--- config.mk ---
export PLATFORM = sky130hd
export DESIGN_NAME = mips_halt_dump_unit
export DESIGN_NICKNAME = d
export VERILOG_FILES = /design/src/rtl/mips_halt_dump_unit.sv
export SDC_FILE = /design/constraint.sdc
export NUM_CORES = 1
export LEC_CHECK = 0
export ABC_AREA = 1
export BUFFER_PORTS_ARGS = -buffer_cell sky130_fd_sc_hd__buf_2
export CORE_MARGIN = 4
export CORE_UTILIZATION = 50
export CTS_CLUSTER_SIZE = 24
export DETAILED_ROUTE_END_ITERATION = 8
export PLACE_DENSITY = 0.81
export REMOVE_ABC_BUFFERS = 1
export SLEW_MARGIN = 5
export SYNTH_ARGS = -nofsm -noshare
export SYNTH_HDL_FRONTEND = slang
export SYNTH_SLANG_ARGS = --single-unit
--- constraint.sdc ---
create_clock -name clk -period 5.45 [get_ports clk]
set_input_delay 0.2725 -clock clk [delete_from_list [all_inputs] [get_ports clk]]
set_output_delay 0.2725 -clock clk [all_outputs]
set_load 0.1 [all_outputs]
--- src/rtl/mips_halt_dump_unit.sv ---
// End-of-program detector for single_cycle_mips: traces PC changes, freezes the CPU at END_PC
// and streams a window of data-memory words over a valid/ready port.
module mips_halt_dump_unit #(
    parameter logic [31:0] END_PC     = 32'h9C,
    parameter int          DUMP_BASE  = 50,
    parameter int          DUMP_COUNT = 21
) (
    input  logic        clk,
    input  logic        reset,
    input  logic [31:0] pc_in,
    output logic        halt,
    output logic        pc_change,
    output logic [31:0] pc_trace,
    output logic [31:0] dmem_addr,
    input  logic [31:0] dmem_rdata,
    output logic        dump_valid,
    input  logic        dump_ready,
    output logic [31:0] dump_data,
    output logic [7:0]  dump_index,
    output logic        done
);

    // state  | meaning
    // S_RUN  | CPU executing, PC traced
    // S_DUMP | CPU frozen, memory window streaming out
    // S_DONE | all words accepted, frozen until reset
    localparam logic [1:0] S_RUN  = 2'd0;
    localparam logic [1:0] S_DUMP = 2'd1;
    localparam logic [1:0] S_DONE = 2'd2;

    localparam logic [7:0]  COUNT8 = 8'(DUMP_COUNT);
    localparam logic [31:0] BASE32 = 32'(DUMP_BASE);

    logic [1:0]  state;
    logic [7:0]  idx;
    logic [31:0] prev_pc;
    logic        at_end;
    logic        load;
    logic        finish;

    assign at_end = (pc_in == END_PC);

    // Combinational so the END_PC instruction is frozen in the very cycle it appears.
    assign halt = (state != S_RUN) || (at_end && !reset);

    assign dmem_addr = (state == S_DUMP) ? ((BASE32 + {24'd0, idx}) << 2) : 32'd0;

    assign load   = (state == S_DUMP) && (idx < COUNT8) && (!dump_valid || dump_ready);
    assign finish = (state == S_DUMP) && (idx == COUNT8) && dump_valid && dump_ready;

    always_ff @(posedge clk) begin
        if (reset) begin
            state      <= S_RUN;
            idx        <= 8'd0;
            prev_pc    <= pc_in;
            pc_change  <= 1'b0;
            pc_trace   <= 32'd0;
            dump_valid <= 1'b0;
            dump_data  <= 32'd0;
            dump_index <= 8'd0;
            done       <= 1'b0;
        end else begin
            case (state)
                S_RUN: begin
                    prev_pc  <= pc_in;
                    pc_trace <= pc_in;
                    if (at_end) begin
                        // END_PC never commits, so it is not reported as a PC change.
                        state     <= S_DUMP;
                        idx       <= 8'd0;
                        pc_change <= 1'b0;
                    end else begin
                        pc_change <= (pc_in != prev_pc);
                    end
                end
                S_DUMP: begin
                    pc_change <= 1'b0;
                    if (load) begin
                        dump_data  <= dmem_rdata;
                        dump_index <= idx;
                        dump_valid <= 1'b1;
                        idx        <= idx + 8'd1;
                    end else if (finish) begin
                        dump_valid <= 1'b0;
                        done       <= 1'b1;
                        state      <= S_DONE;
                    end
                end
                S_DONE: begin
                    pc_change <= 1'b0;
                end
                default: begin
                    state     <= S_RUN;
                    pc_change <= 1'b0;
                end
            endcase
        end
    end

endmodule

==> results of run 1 <==
cells in the mapped netlist:
cell type,number
nor2_1,112
dfxtp_1,85
o21ai_0,68
nand2_1,64
inv_1,43
nand3_1,38
edfxtp_1,32
xnor2_1,32
buf_4,27
a21oi_1,17
clkbuf_1,12
nand4_1,9
inv_2,6
buf_2,5
ha_1,4
buf_6,3
nand2_2,3
nor3_1,2
xor2_1,2
a211oi_1,1
a21oi_2,1
a31oi_1,1
buf_1,1
conb_1,1
nor2_4,1
nor3b_1,1
o21ai_1,1
final cells by class:
type / instances / area (um2)
clock buffer: 23 / 468
clock inverter: 9 / 75.1
fill: 736 / 2970
inverter: 49 / 184
multi-input combinational: 380 / 1840
sequential: 117 / 2660
tap: 129 / 161
timing repair buffer: 181 / 1050
worst max-delay path: cells and delay by family (launching register included):
kind / cells / cell delay (ns)
fa+ha+maj: 1 / 0.21
flops: 1 / 0.39
buf+inv: 2 / 0.59
compound gates: 2 / 0.32
simple gates: 4 / 0.90
power groups by stage:
| stage | Combinational (mW) | Clock (mW) | Sequential [mW] |
|---|---|---|---|
| after global routing | 0.983 | 1.07 | 1.06 |
| after floorplan | 0.296 | 0 | 1.52 |
| after CTS | 0.932 | 1.02 | 1.05 |
| after global placement | 0.900 | 0 | 1.06 |
| final | 0.934 | 1.01 | 1.05 |
| after detailed placement | 0.912 | 0 | 1.06 |
logic make-up (layout without fill, tap and decap cells):
kind of cell             count (synthesis)  in the layout
other                                    1             23
AO/OA/AOI/OAI                           89             89
buffers and inverters                   97            262
adder cells (fa/ha/maj)                  4              4
flip-flops                             117            117
XOR/XNOR                                34             34
AND/OR/NAND/NOR                        230            230
sequential cells by signal (all words and copies together), names as in the netlist:
signal	flops
done	1
dump_data	32
dump_index	8
dump_valid	1
idx	8
pc_change	1
pc_trace	32
prev_pc	32
state	2
stage by stage:
step	util	cells
CTS	0.683	886
global placement	0.596	827
finish	0.685	888
detailed placement	0.596	827
floorplan	-	546
global route	0.685	888
metal layers:
layer  up-vias  track usage
met1      2027        0.258
li1       2153            -
met3        36       0.0584
met4         0        0.104
met5         -            0
met2       174        0.380
path summary, 6_finish.rpt:
path / from / endpoint / slack, ns / depth (start not counted)
setup reg to reg: idx[0]$_SDFFE_PP0P_ / done$_SDFFE_PP0P_ / 2.93 / 9
hold reg to reg: dump_index[7]$_SDFFE_PP0P_ / dump_index[7]$_SDFFE_PP0P_ / 0.44 / 2
hold / removal: dmem_rdata[2] / dump_data[2]$_SDFFE_PP0P_ / 0.02 / 3
setup / recovery: idx[0]$_SDFFE_PP0P_ / done$_SDFFE_PP0P_ / 2.93 / 9
timing repair:
| action | CTS | global route |
|---|---|---|
| gates resized for setup | 0 | 0 |
| hold buffers | 27 | 2 |
| hold endpoints to repair | 27 | 2 |
==> results.ini, run 1 <==
[status]
status=finished clean

[synthesis]
seq_area_frac_synth=0.542
synth-xor-area-share=0.0606
netlist_area_um2=4920
synth_compound_area_frac=0.0921
yosys.area_share.adder=0.0102
synth.avg_cell_area_um2=8.59
synth_top_area_share=0.346
synth_cell_types=27
yosys.area_share.simple=0.194
synth_area_leader_cell=dfxtp_1
synth_top_family_by_area=simple AND/OR/NAND/NOR gates
synth_cells=572
ys_ff_latch=117
yosys_warnings=0
synth.area.mux_share=0
synth.area.top_cells=dfxtp_1 (35%), edfxtp_1 (20%), nor2_1 (8.6%)

[floorplan]
die_y_um=107
rows=35
die-area_um2=11500
core-area_um2=9420
pin_count=175
start_util=0.522
die_x_um=107

[global_route]
overflow=0
antenna_found_initial=0
grt_use_total=0.222
grt_pass1_wl_um=20000
grt_pass1_vias=4178
grt_start_max_net_pins=77

[timing]
finalCriticalPeriod_ns=2.52
rsz0062_at_grt=no
tightest_slew_ns=0.754
slew_headroom=0.495
setup_tns_ns=0
finalCritPeriodShare=0.462
timing.fmax_ghz=0.397
drv_slew=0
hold_viol_final=0
layout_setup_ws_ns=2.93
fin_skew_ns=0.00922
hold_ws_ns=0.0166
setup_viol=0

[clocking]
cts_setup_buffers=0
clock_path_buffers=2
cts_root_buffer=clkbuf_8
cts.sink_count=117
numCtsBuffers=17
clk_latency_ns=0.51
cts_tree=yes
clk_pin_slew_worst_paths_ns=0.05
htreeDepth=4

[worst_setup_path]
cp-end-kind=flip-flop
worstPathArrival_ns=2.95
max_stage_delay_ns=0.48
path_class=flip-flop to flip-flop
crit_chain=inv_1, ha_1, o21ai_0, nand2_1, nand2_2, inv_2, nor2_1, nand4_1, a21oi_1
cp_max_fo=44
startpoint_type=flip-flop
required_ns=5.88
crit_slowest_cell=nand2_2

[placement]
post_dp_cell_area_um2=5610
portBuffers=151
dpl.hpwl_um=8430
place_congestion=0.844
place_ws_ns=2.96

[cells_and_area]
final_nets=817
diodes=0
drive_gt1_frac=0.254
layout_commonest_cell=buf_2
syn2layout_area_growth_pct=31.2
finalInstanceArea_um2=6450
final_cell_mix=buf_2 (151), nor2_1 (112), dfxtp_1 (85)

[pwr]
p_switching_mw=1.20
p_leak_nw=2.99
power.share.clock=0.337
power.internal_mw=1.79
seq_power_share=0.350
vdd_ir_drop_max_v=0.000257
p_comb_frac=0.313
power.share.switching=0.401
power.density_nw_per_um2=463
finalPower_mw=2.99

[routing]
via_count=4390
finalWirelength_um=12700
vias_per_cell=4.94
wl_met3_um=807
remaining_drc_errors=0
drt-wirelength-per-cell_um=14.3
wl_met1_um=4980
wl_met2_um=6500
top_layer=met4
dr.pass1.iters=5
postRouteAntennaNets=0
drtIter0Drc=303

[job]
cap_violations=0

[worst_hold_path]
hp-class=input pin to flip-flop

No activity file was read; power rests on OpenSTA's default activity.
==> run 2: changes to the inputs <==
==> constraint.sdc (replaced) <==
create_clock -name clk -period 2.5 [get_ports clk]
set_input_delay 0.125 -clock clk [delete_from_list [all_inputs] [get_ports clk]]
set_output_delay 0.125 -clock clk [all_outputs]
set_load 0.1 [all_outputs]
==> results.ini, run 2 (same netlist as run 1, synthesis figures left out) <==
[cells_and_area]
diodes=0  ; unchanged
largestRegisters=dump_data x32, pc_trace x32, prev_pc x32
syn2layout_area_growth_pct=41.3
stdcell_count=927  ; +4.4%
final_nets=856  ; +4.8%
layout_commonest_cell=buf_2
drive_gt1_frac=0.247  ; -0.00741
final_cell_mix=buf_2 (151), nor2_1 (112), dfxtp_1 (85)

[worst_setup_path]
cp_max_fo=6  ; -86%
required_ns=2.38  ; -3.50 ns
path_class=flip-flop to output port
startpoint_type=flip-flop
ff2ff_path_depth=9  ; unchanged
cp-end-kind=output port
worstPathArrival_ns=2.08  ; -0.87 ns
ff2ff_setup_slack_ns=0.49  ; -2.44 ns

[timing]
rsz0062_at_grt=no
setup_tns_ns=0  ; unchanged
finalCritPeriodShare=0.880
hold_viol_final=0  ; unchanged
slew_headroom=0.521  ; +0.0258
drv_slew=0  ; unchanged
tightest_slew_ns=0.717  ; -0.0370 ns
finalCriticalPeriod_ns=2.20
layout_setup_ws_ns=0.300  ; -2.63 ns
fin_skew_ns=0.0121  ; +0.00287 ns
setup_viol=0  ; unchanged
timing.fmax_ghz=0.454

[routing]
via_count=4690  ; +6.8%
drtIter0Drc=439  ; +45%
vias_per_cell=5.06  ; +2.3%
postRouteAntennaNets=0  ; unchanged
remaining_drc_errors=0  ; unchanged
finalWirelength_um=14100  ; +11%
dr.pass1.iters=8  ; +3
drt-wirelength-per-cell_um=15.2  ; +6.2%

[global_route]
antenna_found_initial=0  ; unchanged
grt_use_total=0.244  ; +0.0220
overflow=0  ; unchanged
grt_pass1_vias=4693  ; +12%
grt_pass1_wl_um=22300  ; +12%
grt_start_max_net_pins=53  ; -31%

[floorplan]
rows=35  ; unchanged
die_x_um=107  ; unchanged
pin_count=175  ; unchanged
core-area_um2=9420  ; unchanged
die_y_um=107  ; unchanged
die-area_um2=11500  ; unchanged
start_util=0.522  ; unchanged

[placement]
place_congestion=0.804  ; -4.7%
dpl.hpwl_um=8630  ; +2.4%
portBuffers=151  ; unchanged
place_ws_ns=0.584  ; -2.37 ns
dp.cells=830  ; +0.36%

[clocking]
cts.sink_count=117  ; unchanged
clk_pin_slew_worst_paths_ns=0.06  ; about the same
cts_root_buffer=clkbuf_8
cts_resized=0  ; unchanged
numCtsBuffers=17  ; unchanged
clock_path_buffers=2  ; unchanged
clk_latency_ns=0.50  ; about the same
ctsHoldBuffers=65  ; +140%
cts_setup_buffers=0  ; unchanged
cts_tree=yes
htreeDepth=4  ; unchanged

[job]
cap_violations=0  ; unchanged

[status]
status=finished clean

[worst_hold_path]
holdPathStages=5  ; +2
hp-class=input pin to flip-flop

[pwr]
p_leak_nw=3.20  ; +7.2%
finalPower_mw=7.00  ; +130%
power.density_nw_per_um2=1010  ; +120%
vdd_ir_drop_max_v=0.000522  ; +100%

## run 2: cell count changes in the layout (fill, tap and decap cells not counted), sizes merged
| cell | delta |
|---|---|
| buf | +3 |
| bufinv | +2 |
| clkbuf | +3 |
| clkinv | -4 |
| dlygate4sd3 | +36 |
| inv | -1 |
## run 2: path summary, 6_finish.rpt
| kind | startpoint | to |
|---|---|---|
| setup / recovery | idx[2]$_SDFFE_PP0P_ | dmem_addr[9] |
| hold / removal | dump_ready | state[1]$_SDFFE_PP0P_ |
| setup reg to reg | idx[0]$_SDFFE_PP0P_ | done$_SDFFE_PP0P_ |
| hold reg to reg | dump_index[5]$_SDFFE_PP0P_ | dump_index[5]$_SDFFE_PP0P_ |
## run 2: cell type report
type,instances,area [um2]
inverters,49,184
well taps,129,161
flip-flops and latches,117,2660
clock inverters,6,109
clock buffers,26,541
fillers,667,2470
multi-input cells,380,1840
repair buffers,220,1450
## run 2: layer usage
layer | part of all wire | up-vias | global-route usage
li1 | - | 2227 | -
met1 | 0.39 | 2166 | 0.279
met2 | 0.51 | 240 | 0.419
met3 | 0.060 | 57 | 0.0518
met4 | 0.045 | 0 | 0.140
met5 | 0 | - | 0
## run 2: critical path: stages, from the launching register on
cell	delay (ns)
dfxtp_1	0.43
ha_1	0.23
nand2_1	0.12
a21oi_1	0.21
xor2_1	0.09
nor2_1	0.08
buf_2	0.43
## run 2: where the power goes
group          leakage (nW)  switching [mW]  internal [mW]
clock network         0.322           0.831           1.77
registers              1.03           0.120           2.17
logic                  1.85            1.72          0.392
## run 2: through the flow
stage / utilization / hold WS, ns / instance area [um2]
floorplan: - / 0.194 / 4690
global placement: 0.600 / 0.346 / 5650
detailed placement: 0.600 / 0.350 / 5650
CTS: 0.738 / 0.0636 / 6950
global route: 0.738 / 0.0903 / 6950
finish: 0.738 / 0.114 / 6950
